<file path="config.mk">
export PLATFORM = sky130hd
export DESIGN_NAME = d_cache_requester_flat
export DESIGN_NICKNAME = d
export VERILOG_FILES = /design/src/rtl/nand_cpu_pkg.sv /design/src/rtl/d_cache_input_ifc.sv /design/src/rtl/d_cache_output_ifc.sv /design/src/rtl/d_cache_requester.sv /design/src/flat_wrapper.sv
export SDC_FILE = /design/constraint.sdc
export NUM_CORES = 1
export LEC_CHECK = 0
export ABC_AREA = 1
export ABC_CLOCK_PERIOD_IN_PS = 1900
export BUFFER_PORTS_ARGS = -buffer_cell sky130_fd_sc_hd__buf_4
export CAP_MARGIN = 20
export CELL_PAD_IN_SITES_DETAIL_PLACEMENT = 2
export CELL_PAD_IN_SITES_GLOBAL_PLACEMENT = 2
export CORE_ASPECT_RATIO = 0.8
export CORE_UTILIZATION = 24
export DETAILED_ROUTE_END_ITERATION = 10
export PLACE_DENSITY = 0.8
export SLEW_MARGIN = 40
export SYNTH_ARGS = -nofsm -noshare
export SYNTH_HDL_FRONTEND = slang
export SYNTH_SLANG_ARGS = --single-unit
</file>
<file path="constraint.sdc">
create_clock -name clk -period 1.9 [get_ports clk]
set_input_delay 0.38 -clock clk [delete_from_list [all_inputs] [get_ports clk]]
set_output_delay 0.38 -clock clk [all_outputs]
set_load 0.005 [all_outputs]
</file>
<file path="src/rtl/nand_cpu_pkg.sv">
// rtl/nand_cpu_pkg.sv - shared CPU types: memory op, d_cache requester state and error codes
package nand_cpu_pkg;

    typedef enum logic {
        MEM_LOAD  = 1'b0,
        MEM_STORE = 1'b1
    } MEM_OP;

    typedef enum logic [1:0] {
        IDLE = 2'd0,
        BUSY = 2'd1,
        DONE = 2'd2,
        ERR  = 2'd3
    } DREQ_STATE;

    typedef enum logic [1:0] {
        ERR_NONE     = 2'd0,
        ERR_TIMEOUT  = 2'd1,
        ERR_MISALIGN = 2'd2
    } DREQ_ERR;

endpackage

</file>
<file path="src/rtl/d_cache_input_ifc.sv">
// rtl/d_cache_input_ifc.sv - request bundle from the memory stage to the d_cache
interface d_cache_input_ifc;
    import nand_cpu_pkg::*;

    logic        mem_access;
    logic [15:0] address;
    MEM_OP       mem_op;
    logic [15:0] data;

    modport out (output mem_access, address, mem_op, data);
    modport in  (input  mem_access, address, mem_op, data);
endinterface

</file>
<file path="src/rtl/d_cache_output_ifc.sv">
// rtl/d_cache_output_ifc.sv - response bundle from the d_cache back to the memory stage
interface d_cache_output_ifc;
    logic        valid;
    logic [15:0] data;

    modport out (output valid, data);
    modport in  (input  valid, data);
endinterface

</file>
<file path="src/rtl/d_cache_requester.sv">
// rtl/d_cache_requester.sv - memory-stage initiator holding one d_cache request until it is answered
module d_cache_requester
    import nand_cpu_pkg::*;
#(
    parameter int TIMEOUT     = 64,
    parameter bit ALIGN_CHECK = 1'b1
) (
    input  logic                 clk,
    input  logic                 n_rst,
    input  logic                 ex_valid,
    input  logic                 ex_mem_access,
    input  MEM_OP                ex_mem_op,
    input  logic [15:0]          ex_address,
    input  logic [15:0]          ex_data,
    input  logic                 flush,
    output logic                 stall,
    output logic                 dc_valid_o,
    d_cache_input_ifc.out        dc_req,
    d_cache_output_ifc.in        dc_rsp,
    output logic                 wb_valid,
    output logic [15:0]          wb_data,
    output logic                 err,
    output logic [1:0]           err_code
);

    // Wide enough to hold TIMEOUT itself; the ERR exit is taken at TIMEOUT-1 so it never wraps.
    localparam int              CW       = $clog2(TIMEOUT + 1);
    localparam logic [CW-1:0]   CNT_LAST = CW'(TIMEOUT - 1);

    DREQ_STATE      state, state_n;
    MEM_OP          req_op, req_op_n;
    logic [15:0]    req_addr, req_addr_n;
    logic [15:0]    req_data, req_data_n;
    logic [CW-1:0]  cnt, cnt_n;
    logic           flushed, flushed_n;
    logic [15:0]    wb_data_q, wb_data_n;
    DREQ_ERR        err_code_q, err_code_n;
    logic           start;
    logic           req_active;

    // Request fields always come from the latched registers so they stay stable while BUSY.
    assign dc_req.mem_access = req_active;
    assign dc_req.address    = req_addr;
    assign dc_req.mem_op     = req_op;
    assign dc_req.data       = req_data;

    assign wb_data  = wb_data_q;
    assign err      = (state == ERR);
    assign err_code = err_code_q;

    // Next-state and output decode for the IDLE -> BUSY -> DONE -> IDLE handshake.
    always_comb begin
        state_n    = state;
        req_op_n   = req_op;
        req_addr_n = req_addr;
        req_data_n = req_data;
        cnt_n      = cnt;
        flushed_n  = flushed;
        wb_data_n  = wb_data_q;
        err_code_n = err_code_q;
        stall      = 1'b0;
        dc_valid_o = 1'b0;
        req_active = 1'b0;
        wb_valid   = 1'b0;
        start      = ex_valid & ex_mem_access & ~flush;

        case (state)
            IDLE: begin
                stall = start;
                if (start) begin
                    if (ALIGN_CHECK && ex_address[0]) begin
                        state_n    = ERR;
                        err_code_n = ERR_MISALIGN;
                    end else begin
                        req_op_n   = ex_mem_op;
                        req_addr_n = ex_address;
                        req_data_n = ex_data;
                        cnt_n      = '0;
                        state_n    = BUSY;
                    end
                end
            end
            BUSY: begin
                stall      = 1'b1;
                dc_valid_o = 1'b1;
                req_active = 1'b1;
                cnt_n      = cnt + 1'b1;
                // A squashed transaction still runs to completion so a store is never torn.
                if (flush) begin
                    flushed_n = 1'b1;
                end
                if (dc_rsp.valid) begin
                    wb_data_n = (req_op == MEM_LOAD) ? dc_rsp.data : 16'h0000;
                    state_n   = DONE;
                end else if (cnt == CNT_LAST) begin
                    state_n    = ERR;
                    err_code_n = ERR_TIMEOUT;
                end
            end
            DONE: begin
                wb_valid  = ~flushed;
                flushed_n = 1'b0;
                state_n   = IDLE;
            end
            ERR: begin
                stall = 1'b1;
            end
            default: begin
                state_n = IDLE;
            end
        endcase
    end

    // State and request/result registers with synchronous active-low reset.
    always_ff @(posedge clk) begin
        if (!n_rst) begin
            state      <= IDLE;
            req_op     <= MEM_LOAD;
            req_addr   <= 16'h0000;
            req_data   <= 16'h0000;
            cnt        <= '0;
            flushed    <= 1'b0;
            wb_data_q  <= 16'h0000;
            err_code_q <= ERR_NONE;
        end else begin
            state      <= state_n;
            req_op     <= req_op_n;
            req_addr   <= req_addr_n;
            req_data   <= req_data_n;
            cnt        <= cnt_n;
            flushed    <= flushed_n;
            wb_data_q  <= wb_data_n;
            err_code_q <= err_code_n;
        end
    end

endmodule

</file>
<file path="src/flat_wrapper.sv">
// flat-port wrapper written by rule: the top's interface ports become plain ports
module d_cache_requester_flat import nand_cpu_pkg::*;
#(
    parameter int TIMEOUT     = 64,
    parameter bit ALIGN_CHECK = 1'b1
)
  (clk, n_rst, ex_valid, ex_mem_access, ex_mem_op, ex_address, ex_data, flush, stall, dc_valid_o, wb_valid, wb_data, err, err_code, dc_req_mem_access, dc_req_address, dc_req_mem_op, dc_req_data, dc_rsp_valid, dc_rsp_data);
  d_cache_input_ifc dc_req_i ();
  d_cache_output_ifc dc_rsp_i ();
  input  logic clk;
  input  logic n_rst;
  input  logic ex_valid;
  input  logic ex_mem_access;
  input  MEM_OP ex_mem_op;
  input  logic [15:0] ex_address;
  input  logic [15:0] ex_data;
  input  logic flush;
  output logic stall;
  output logic dc_valid_o;
  output logic wb_valid;
  output logic [15:0] wb_data;
  output logic err;
  output logic [1:0] err_code;
  output wire logic [$bits(dc_req_i.mem_access)-1:0] dc_req_mem_access;
  output wire logic [$bits(dc_req_i.address)-1:0] dc_req_address;
  output wire logic [$bits(dc_req_i.mem_op)-1:0] dc_req_mem_op;
  output wire logic [$bits(dc_req_i.data)-1:0] dc_req_data;
  input wire logic [$bits(dc_rsp_i.valid)-1:0] dc_rsp_valid;
  input wire logic [$bits(dc_rsp_i.data)-1:0] dc_rsp_data;
  assign dc_req_mem_access = dc_req_i.mem_access;
  assign dc_req_address = dc_req_i.address;
  assign dc_req_mem_op = dc_req_i.mem_op;
  assign dc_req_data = dc_req_i.data;
  assign dc_rsp_i.valid = dc_rsp_valid;
  assign dc_rsp_i.data = dc_rsp_data;
  d_cache_requester #(.TIMEOUT(TIMEOUT), .ALIGN_CHECK(ALIGN_CHECK)) u_core (.clk(clk), .n_rst(n_rst), .ex_valid(ex_valid), .ex_mem_access(ex_mem_access), .ex_mem_op(ex_mem_op), .ex_address(ex_address), .ex_data(ex_data), .flush(flush), .stall(stall), .dc_valid_o(dc_valid_o), .dc_req(dc_req_i), .dc_rsp(dc_rsp_i), .wb_valid(wb_valid), .wb_data(wb_data), .err(err), .err_code(err_code));
endmodule
</file>
==> results.py, run 1 <==
metrics = {
    "min_path": {
        "hold_start": "ex_data[4]",
        "hold_depth": 3,
        "min_path_type": "input port to register",
    },
    "logic_synthesis": {
        "synth_top_cell_area_share_pct": 49.90,
        "yosys.area_share.simple_pct": 25.26,
        "synth.most_common_cell": "nor2_1",
        "avgSynthCellArea_um2": 7.430,
        "yosys_warnings": 0,
        "synthArstFlopShare_pct": 0,
        "synth_edf_count": 0,
        "syn_nets": 384,
        "synth_top_family_by_area": "simple AND/OR/NAND/NOR gates",
        "synth_cell_type_count": 22,
        "synth-compound-area-share_pct": 14.66,
        "synthMuxAreaShare_pct": 0,
        "synthTopCellsByArea": "dfxtp_1 (50%), nor2_1 (11%), o21ai_0 (7.1%), a21oi_1 (6.7%), nand2_1 (6.5%)",
        "ys_seq_elements": 60,
        "yosysSeqAreaShare_pct": 49.90,
        "synth_adder_area_share_pct": 2.599,
        "synthCells": 324,
        "synth_ff_type": "dfxtp_1",
        "synth.largest_area_cell": "dfxtp_1",
        "synth_xor_xnor_area_share_pct": 0,
        "synthTopCellsByCount": "nor2_1 (71), dfxtp_1 (60), nand2_1 (42)",
        "synth_area_um2": 2407,
    },
    "critical_path": {
        "critPathSlowestCell": "dfxtp_1",
        "end_kind": "output pin",
        "max_stage_delay_ps": 340,
        "rr_startpoint": "u_core.state[1]",
        "path_buf_inv": 2,
        "path_delay_family": "flip-flops",
        "worstSetupStartpointType": "register",
        "critPathMaxFanout": 6,
        "rr_worst_depth": 8,
        "worstSetupStartpoint": "u_core.state[1]",
        "crit_type": "register to output pin",
        "cp.depth": 5,
        "cp.arrival_ps": 1450,
        "worstPathCellList": "inv_1 -> ha_2 -> nand2_1 -> a21oi_1 -> buf_4",
        "critical_path_required_ps": 1520,
    },
    "place": {
        "place_congestion": 0.7255,
        "dp_hpwl_mm": 6.165,
        "port_buffers": 109,
        "placed_area_um2": 3349,
    },
    "floorplan": {
        "design.die.area_um2": 10440,
        "coreArea_um2": 9689,
        "die_w_um": 114.0,
        "io_pins": 111,
        "fp-row-count": 32,
        "die_h_um": 91.58,
        "start_util_pct": 24.85,
    },
    "pwr": {
        "p_int_mw": 2.997,
        "p_clk_share_pct": 40.4,
        "power_density_nw_per_um2": 1145,
        "leakagePower_nw": 1.610,
        "p_switching_mw": 1.206,
        "power_frac_seq_pct": 34.8,
        "combPwrFrac_pct": 24.9,
        "power_mw": 4.203,
        "vdd_drop_max_mv": 0.3542,
        "switching_share_pct": 28.69,
    },
    "run_status": {
        "status": "completed",
    },
    "routing": {
        "firstDrtPassIters": 4,
        "routedWlPerCell_um": 14.63,
        "drc_errors": 0,
        "top_layer_used": "met4",
        "wl_met2_mm": 4.318,
        "via_per_inst": 4.475,
        "totalWireLength_mm": 8.339,
        "wl_met1_mm": 3.342,
        "drt_iter0_markers": 32,
        "num_vias": 2551,
        "wl_met3_um": 513,
        "antenna_left": 0,
    },
    "final_layout": {
        "antenna_cells": 0,
        "postLayoutCellArea_um2": 3670,
        "syn_to_final_growth_pct": 52.44,
        "layout.nets": 490,
        "drive_above_1_share_pct": 31.11,
    },
    "timing": {
        "fin_crit_ps": 1827,
        "fmax_mhz": 547.4,
        "fin_crit_sh_pct": 96.15,
        "worst_pin_slew_ps": 523.1,
        "max-slew-margin-rel_pct": 64.91,
        "rsz0062_at_grt": "false",
        "fin_setup_tns_ps": 0,
        "fin_skew_ps": 5.574,
        "slew_viol_final": 0,
        "setup_viol": 0,
        "hold_violations": 0,
    },
    "global_route": {
        "grt_max_degree": 32,
        "grt_pass1_wl_mm": 13.40,
        "grt_use_total_pct": 16.77,
        "antenna_found_initial": 0,
        "first_global_vias": 2775,
        "overflow": 0,
    },
    "cts": {
        "ctsHoldBuffers": 0,
        "clockBufferDepth": 2,
        "clock_sinks": 60,
        "htree_levels": 3,
        "cts-root-buf": "clkbuf_16",
        "cts_tree": "built",
        "post_cts_resized": 1,
        "cts_made_buffers": 9,
        "cts_setup_buffers": 0,
        "path_clk_slew_ps": 50,
        "clk_latency_ps": 330,
    },
    "run": {
        "maxCapViolCount": 0,
    },
}
tightest hold or removal path, stage by stage:
cell     delay [ps]
buf_4            70
o21ai_0          70
nor2_1           70
path summary, 6_finish.rpt:
path | to | slack (ps)
setup reg to reg | u_core.dc_req.data[15] | 170
hold reg to reg | u_core.err_code[0] | 450
setup / recovery | stall | 70
hold / removal | u_core.dc_req.data[4] | 310
area by class of cell:
cell class / instances / area [um2]
Fill cell: 1138 / 6020
Inverter: 22 / 82.58
Clock buffer: 13 / 240.2
Timing Repair Buffer: 114 / 868.3
Clock inverter: 2 / 60.06
Sequential cell: 60 / 1201
Multi-Input combinational cell: 223 / 1047
Tap cell: 136 / 170.2
power by group through the flow:
stage	sequential (mW)	clock [mW]	combinational, mW
floorplan	1.48	0	0.574
global placement	1.47	0	0.965
detailed placement	1.48	0	1.02
CTS	1.46	1.76	1.03
global route	1.47	1.80	1.16
finish	1.46	1.70	1.04
cells by family after synthesis:
| family | count (synthesis) |
|---|---|
| DFF | 60 |
| AOI/OAI and AO/OA | 70 |
| buffers and inverters | 41 |
| adders and majority gates | 5 |
| other | 1 |
| and+or+nand+nor | 147 |
cell usage in the layout, fill, tap and decap left out:
cell type  count
o21bai_1       1
nor2_1        71
o21ai_0       34
bufinv_16      2
ha_2           1
clkinv_1       1
inv_2          2
dfxtp_1       60
nor3_1         1
inv_1         19
ha_1           3
nand2_1       42
ha_4           1
clkbuf_16      9
nor2_2         2
a21oi_1       32
nand2_4        2
o21ai_1        3
buf_4        113
buf_12         1
clkbuf_1       4
nand3_1       26
nand4_1        1
nand2_2        2
conb_1         1
metal layers:
metal,up-vias,track usage [%]
met2,61,29.80
met4,0,6.277
met5,-,0
met3,16,6.409
met1,1221,17.88
li1,1253,-
stage by stage:
| step | hold WS (ps) | setup WS [ps] | utilization (%) | cells |
|---|---|---|---|---|
| floorplan | 438.9 | 456.8 | - | 324 |
| global placement | 439.8 | 219.3 | 34.57 | 555 |
| detailed placement | 457.0 | 91.26 | 34.57 | 555 |
| CTS | 298.4 | 2.047 | 37.69 | 570 |
| global route | 314.8 | 13.27 | 37.87 | 570 |
| finish | 305.4 | 73.15 | 37.87 | 570 |
registers in the layout (all words and copies together) (netlist names):
signal / cells
u_core.flushed: 1
u_core.dc_req.address: 15
u_core.wb_data: 16
u_core.err_code: 2
u_core.state: 2
u_core.dc_req.mem_op: 1
u_core.cnt: 7
u_core.dc_req.data: 16
Note: power is estimated with default switching activity, not from simulation.
==> run 2: changes to the inputs <==
Settings changed: CORE_ASPECT_RATIO 0.8 to 0.7, RECOVER_POWER set to 100.
==> run 2 against run 1 <==
Via count rose by 0.59%. Final cell count fell by 0.70%. Worst hold slack got worse by 1.5 ps. Combinational power barely moved. Critical path type unchanged. Register-to-register slack improved by 150 ps. Largest cell class unchanged. Highest routed layer unchanged. Global-route usage rose by 0.85 points. Flip-flop and latch count did not move. Critical endpoint unchanged.
==> results.py, run 2 (same netlist as run 1, synthesis figures left out) <==
metrics = {
    "floorplan": {
        "die_h_um": 85.80,
        "io_pins": 111,
        "die_w_um": 121.7,
        "fp-row-count": 30,
        "start_util_pct": 24.76,
        "design.die.area_um2": 10440,
        "coreArea_um2": 9722,
    },
    "final_layout": {
        "post-route-util_pct": 37.67,
        "multi_input_area_um2": 1052,
        "regArea_um2": 1201,
        "syn_to_final_growth_pct": 52.13,
        "mostFrequentLayoutCells": "nor2_1 (71), buf_4 (65), dfxtp_1 (60)",
        "final_common_cell": "nor2_1",
        "fillerInstances": 1119,
        "antenna_cells": 0,
        "fin_cells": 566,
        "drive_above_1_share_pct": 31.05,
        "layout.nets": 493,
    },
    "global_route": {
        "grt_use_total_pct": 17.62,
        "antenna_found_initial": 0,
        "grt_max_degree": 34,
        "first_global_vias": 2770,
        "grt_pass1_wl_mm": 13.93,
        "overflow": 0,
    },
    "timing": {
        "fin_crit_ps": 1805,
        "fin_crit_sh_pct": 95.03,
        "hold_violations": 0,
        "slew_viol_final": 0,
        "setup_viol": 0,
        "fin_skew_ps": 5.679,
        "fmax_mhz": 553.9,
    },
    "min_path": {
        "min_path_type": "input port to register",
    },
    "place": {
        "dp_hpwl_mm": 6.368,
        "placed_cells_incl_taps": 550,
        "port_buffers": 109,
        "place_congestion": 0.7383,
    },
    "routing": {
        "firstDrtPassIters": 4,
        "drt_iter0_markers": 49,
        "routedWlPerCell_um": 15.04,
        "via_per_inst": 4.534,
        "antenna_left": 0,
        "drc_errors": 0,
        "totalWireLength_mm": 8.515,
        "num_vias": 2566,
    },
    "pwr": {
        "leakagePower_nw": 1.569,
        "vdd_drop_max_mv": 0.5281,
        "power_density_nw_per_um2": 1116,
    },
    "cts": {
        "clock_sinks": 60,
        "clk_latency_ps": 330,
        "cts_tree": "built",
        "cts-root-buf": "clkbuf_16",
        "ctsHoldBuffers": 0,
        "cts_made_buffers": 9,
        "clockBufferDepth": 2,
        "htree_levels": 3,
        "path_clk_slew_ps": 60,
    },
    "critical_path": {
        "critical_path_required_ps": 1520,
        "end_kind": "output pin",
        "crit_type": "register to output pin",
        "cp.arrival_ps": 1430,
        "critPathMaxFanout": 14,
        "worstSetupStartpointType": "register",
    },
    "run_status": {
        "status": "completed",
    },
    "run": {
        "maxCapViolCount": 0,
    },
}
-- run 2: through the flow --
step           hold slack [ps]  TNS, ps  total power [mW]  area, um2  setup WS [ps]
2_1_floorplan            438.9        0             2.051       2407          456.8
3_3_place_gp             445.6        0             2.454       3374          304.7
3_5_place_dp             452.7        0             2.511       3374          176.8
4_1_cts                  289.9        0             4.112       3666          8.347
5_1_grt                  316.6   -1.942             4.330       3662         -1.942
6_report                 303.8        0             4.086       3662          94.51
-- run 2: what timing repair did --
item                       in CTS  in global routing
setup endpoints to repair       1                  1
hold endpoints to repair        0                  0
setup buffers                   0                  0
cloned                          0                  0
gates resized for setup         1                  3
-- run 2: path summary, 6_finish.rpt --
check	start	end	slack (ps)	depth (start not counted)
worst min-delay path	ex_address[6]	u_core.dc_req.address[6]	300	3
worst max register to register	u_core.state[0]	u_core.cnt[5]	320	11
worst max-delay path	u_core.state[1]	stall	90	5
worst min register to register	u_core.err_code[0]	u_core.err_code[0]	450	2
-- run 2: layout make-up --
class	instances	area share, %
clock buffers	11	6.901
clock inverters	5	0.9908
inverters	22	2.255
multi-input cells	223	28.73
flip-flops and latches	60	32.80
well taps	128	4.373
repair buffers	117	23.95
-- run 2: per-layer routing --
layer | vias up | routed length (um) | track usage (%) | share of wire, %
li1 | 1268 | - | - | -
met1 | 1223 | 3818 | 21.04 | 45
met2 | 66 | 4035 | 28.82 | 47
met3 | 9 | 537 | 6.316 | 6.3
met4 | 0 | 122 | 7.071 | 1.4
met5 | - | 0 | 0 | 0
-- run 2: where the power goes --
group	internal [mW]	switching, mW
sequential	1.38	0.0814
combinational	0.494	0.575
clock	0.952	0.602
total	2.83	1.26
-- run 2: worst max-delay path, cell delays in order, from the launching register on --
cell,delay [ps]
dfxtp_1,340
inv_1,170
ha_4,250
nor2_1,70
a21oi_1,140
buf_4,130
==> run 3: changes to the inputs <==
Settings changed: ABC_AREA 1 to unset, CORE_UTILIZATION 24 to 25, MAX_ROUTING_LAYER set to met4, PLACE_DENSITY 0.8 to 0.81.
==> run 3 against run 2 <==
First-iteration DRC count increased by 110%. Total power increased by 3.7%. Count of clock-buffer cells in the layout decreased by 2. Flip-flop and latch count unchanged. Critical endpoint unchanged. Highest routed layer unchanged.
==> results.py, run 3 <==
metrics = {
    "global_route": {
        "met2_usage_pct": 29.39,
        "grt_use_total_pct": 18.31,
        "antenna_found_initial": 0,
        "first_global_vias": 2674,
        "overflow": 0,
        "use_met1_pct": 21.85,
        "grt_max_degree": 45,
        "met3_usage_pct": 5.328,
        "grt_busiest_layer": "met2",
        "grt_pass1_wl_mm": 13.67,
    },
    "logic_synthesis": {
        "avgSynthCellArea_um2": 8.126,
        "synth.most_common_cell": "nand2_1",
        "synth_area_um2": 2397,
        "yosys_warnings": 0,
        "synth.largest_area_cell": "dfxtp_1",
        "synth_ff_type": "dfxtp_1",
        "synthArstFlopShare_pct": 0,
        "synthTopCellsByArea": "dfxtp_1 (50%), a21oi_1 (12%), nand2_1 (11%), nor3b_1 (5.3%), nor2_1 (3.1%)",
        "ys_seq_elements": 60,
        "synthCells": 295,
        "synth_edf_count": 0,
        "syn_nets": 355,
        "yosysSeqAreaShare_pct": 50.10,
        "synthTopCellsByCount": "nand2_1 (72), dfxtp_1 (60), a21oi_1 (59)",
        "synth_top_cell_area_share_pct": 50.10,
        "synth_cell_type_count": 33,
    },
    "final_layout": {
        "final_common_cell": "nand2_1",
        "multi_input_area_um2": 1114,
        "regArea_um2": 1202,
        "postLayoutCellArea_um2": 3687,
        "syn_to_final_growth_pct": 53.81,
        "drive_above_1_share_pct": 32.28,
        "fillerInstances": 1077,
        "mostFrequentLayoutCells": "nand2_1 (72), buf_4 (62), dfxtp_1 (59)",
        "antenna_cells": 0,
        "layout.nets": 467,
        "fin_cells": 536,
    },
    "pwr": {
        "vdd_drop_max_mv": 0.5259,
        "power_frac_seq_pct": 34.1,
        "combPwrFrac_pct": 25.3,
        "switching_share_pct": 28.78,
        "leakagePower_nw": 1.471,
        "power_mw": 4.237,
        "p_clk_share_pct": 40.7,
        "power_density_nw_per_um2": 1149,
        "p_int_mw": 3.017,
        "p_switching_mw": 1.219,
    },
    "timing": {
        "hold_violations": 0,
        "finalWorstSetupSlack_ps": 85.89,
        "fin_crit_ps": 1814,
        "fin_skew_ps": 7.029,
        "fin_crit_sh_pct": 95.48,
        "fin_setup_tns_ps": 0,
        "setup_viol": 0,
        "slew_viol_final": 0,
        "fmax_mhz": 551.2,
        "rsz0062_at_grt": "false",
    },
    "floorplan": {
        "coreArea_um2": 9180,
        "fp-row-count": 29,
        "start_util_pct": 26.11,
        "io_pins": 111,
        "design.die.area_um2": 9991,
        "die_h_um": 83.93,
        "die_w_um": 119.0,
    },
    "cts": {
        "cts_tree": "built",
        "path_clk_slew_ps": 60,
        "cts-root-buf": "clkbuf_16",
        "clockBufferDepth": 2,
        "cts_made_buffers": 9,
        "clk_latency_ps": 330,
        "htree_levels": 3,
        "clock_sinks": 60,
    },
    "routing": {
        "via_per_inst": 4.666,
        "firstDrtPassIters": 4,
        "drc_errors": 0,
        "antenna_left": 0,
        "totalWireLength_mm": 8.429,
        "routedWlPerCell_um": 15.73,
        "num_vias": 2501,
        "drt_iter0_markers": 105,
    },
    "run": {
        "maxCapViolCount": 0,
    },
    "critical_path": {
        "crit_type": "register to output pin",
        "cp.arrival_ps": 1430,
        "worstPathCellList": "inv_1 -> ha_4 -> buf_4 -> nor2_1 -> a21oi_2 -> buf_4",
        "path_delay_family": "buffers and inverters",
        "critical_path_required_ps": 1520,
        "critPathSlowestCell": "dfxtp_2",
        "critPathMaxFanout": 8,
        "path_buf_inv": 3,
        "crit_top_cell": "buf_4",
        "max_stage_delay_ps": 350,
        "worstSetupStartpointType": "register",
        "end_kind": "output pin",
    },
    "min_path": {
        "min_path_type": "input port to register",
    },
    "run_status": {
        "status": "completed",
    },
    "place": {
        "placed_cells_incl_taps": 519,
        "placed_area_um2": 3390,
        "dp_slack_ps": 115.0,
        "place_congestion": 0.7892,
        "dp_hpwl_mm": 6.278,
        "port_buffers": 109,
    },
}
-- run 3: cell types whose count changed after synthesis, moves of 14 or more --
cell | before | now
a21oi_1 | 32 | 59
inv_1 | 19 | 5
nand2_1 | 42 | 72
nand3_1 | 26 | 3
nor2_1 | 71 | 20
nor3b_1 | 0 | 17
o21ai_0 | 34 | 5
-- run 3: logic make-up (layout without fill, tap and decap cells) --
family | count (synthesis) | in the layout | share of synthesized area, %
AOI/OAI and AO/OA | 77 | 77 | 17.80
adders and majority gates | 5 | 5 | 2.610
other | 1 | 1 | 0.1564
muxes | 1 | 1 | 0.4176
and+or+nand+nor | 125 | 125 | 24.16
buffers and inverters | 26 | 143 | 4.749
DFF | 60 | 60 | 50.10
-- run 3: per-stage QoR --
step | utilization (%) | hold slack (ps)
after floorplan | - | 450.3
after global placement | 36.92 | 442.4
after detailed placement | 36.92 | 457.4
after CTS | 40.45 | 293.9
after global routing | 40.17 | 299.4
final | 40.17 | 303.8
-- run 3: final cells by class --
cell class	count	area share, %
Timing Repair Buffer	121	23.79
Clock inverter	7	2.477
Clock buffer	9	6.108
Sequential cell	60	32.61
Tap cell	124	4.208
Inverter	6	0.6108
Multi-Input combinational cell	209	30.20
-- run 3: per-layer routing --
metal | vias up | wire (um)
li1 | 1213 | -
met1 | 1206 | 3800
met4 | 0 | 118
met2 | 72 | 4030
met5 | - | 0
met3 | 10 | 479
-- run 3: path summary, 6_finish.rpt --
path	start	to	slack, ps	depth (start not counted)
worst min-delay path	ex_address[4]	u_core.dc_req.address[4]	300	3
worst max register to register	u_core.state[0]	u_core.dc_req.address[5]	160	7
worst max-delay path	u_core.state[1]	stall	90	6
worst min register to register	u_core.dc_req.address[4]	u_core.dc_req.address[4]	460	2
-- run 3: worst register-to-register path, stage by stage, from the launching register on --
cell and delay (ps):
dfxtp_1 440, inv_2 100, ha_4 180, and4b_1 210, nand2_1 140, clkbuf_2 340
nand2_1 120, a21oi_1 150
-- run 3: power by group through the flow --
| stage | Combinational, mW | Sequential [mW] | Clock (mW) |
|---|---|---|---|
| global route | 1.19 | 1.46 | 1.83 |
| CTS | 1.06 | 1.44 | 1.77 |
| global placement | 0.995 | 1.45 | 0 |
| floorplan | 0.556 | 1.45 | 0 |
| detailed placement | 1.05 | 1.46 | 0 |
| finish | 1.07 | 1.44 | 1.72 |
-- run 3: repair_timing --
action | CTS | global route
pin swaps | 1 | 1
cloned | 0 | 0
setup endpoints to repair | 1 | 1
resized for setup | 0 | 7
hold buffers | 0 | 0
buffers inserted | 1 | 0
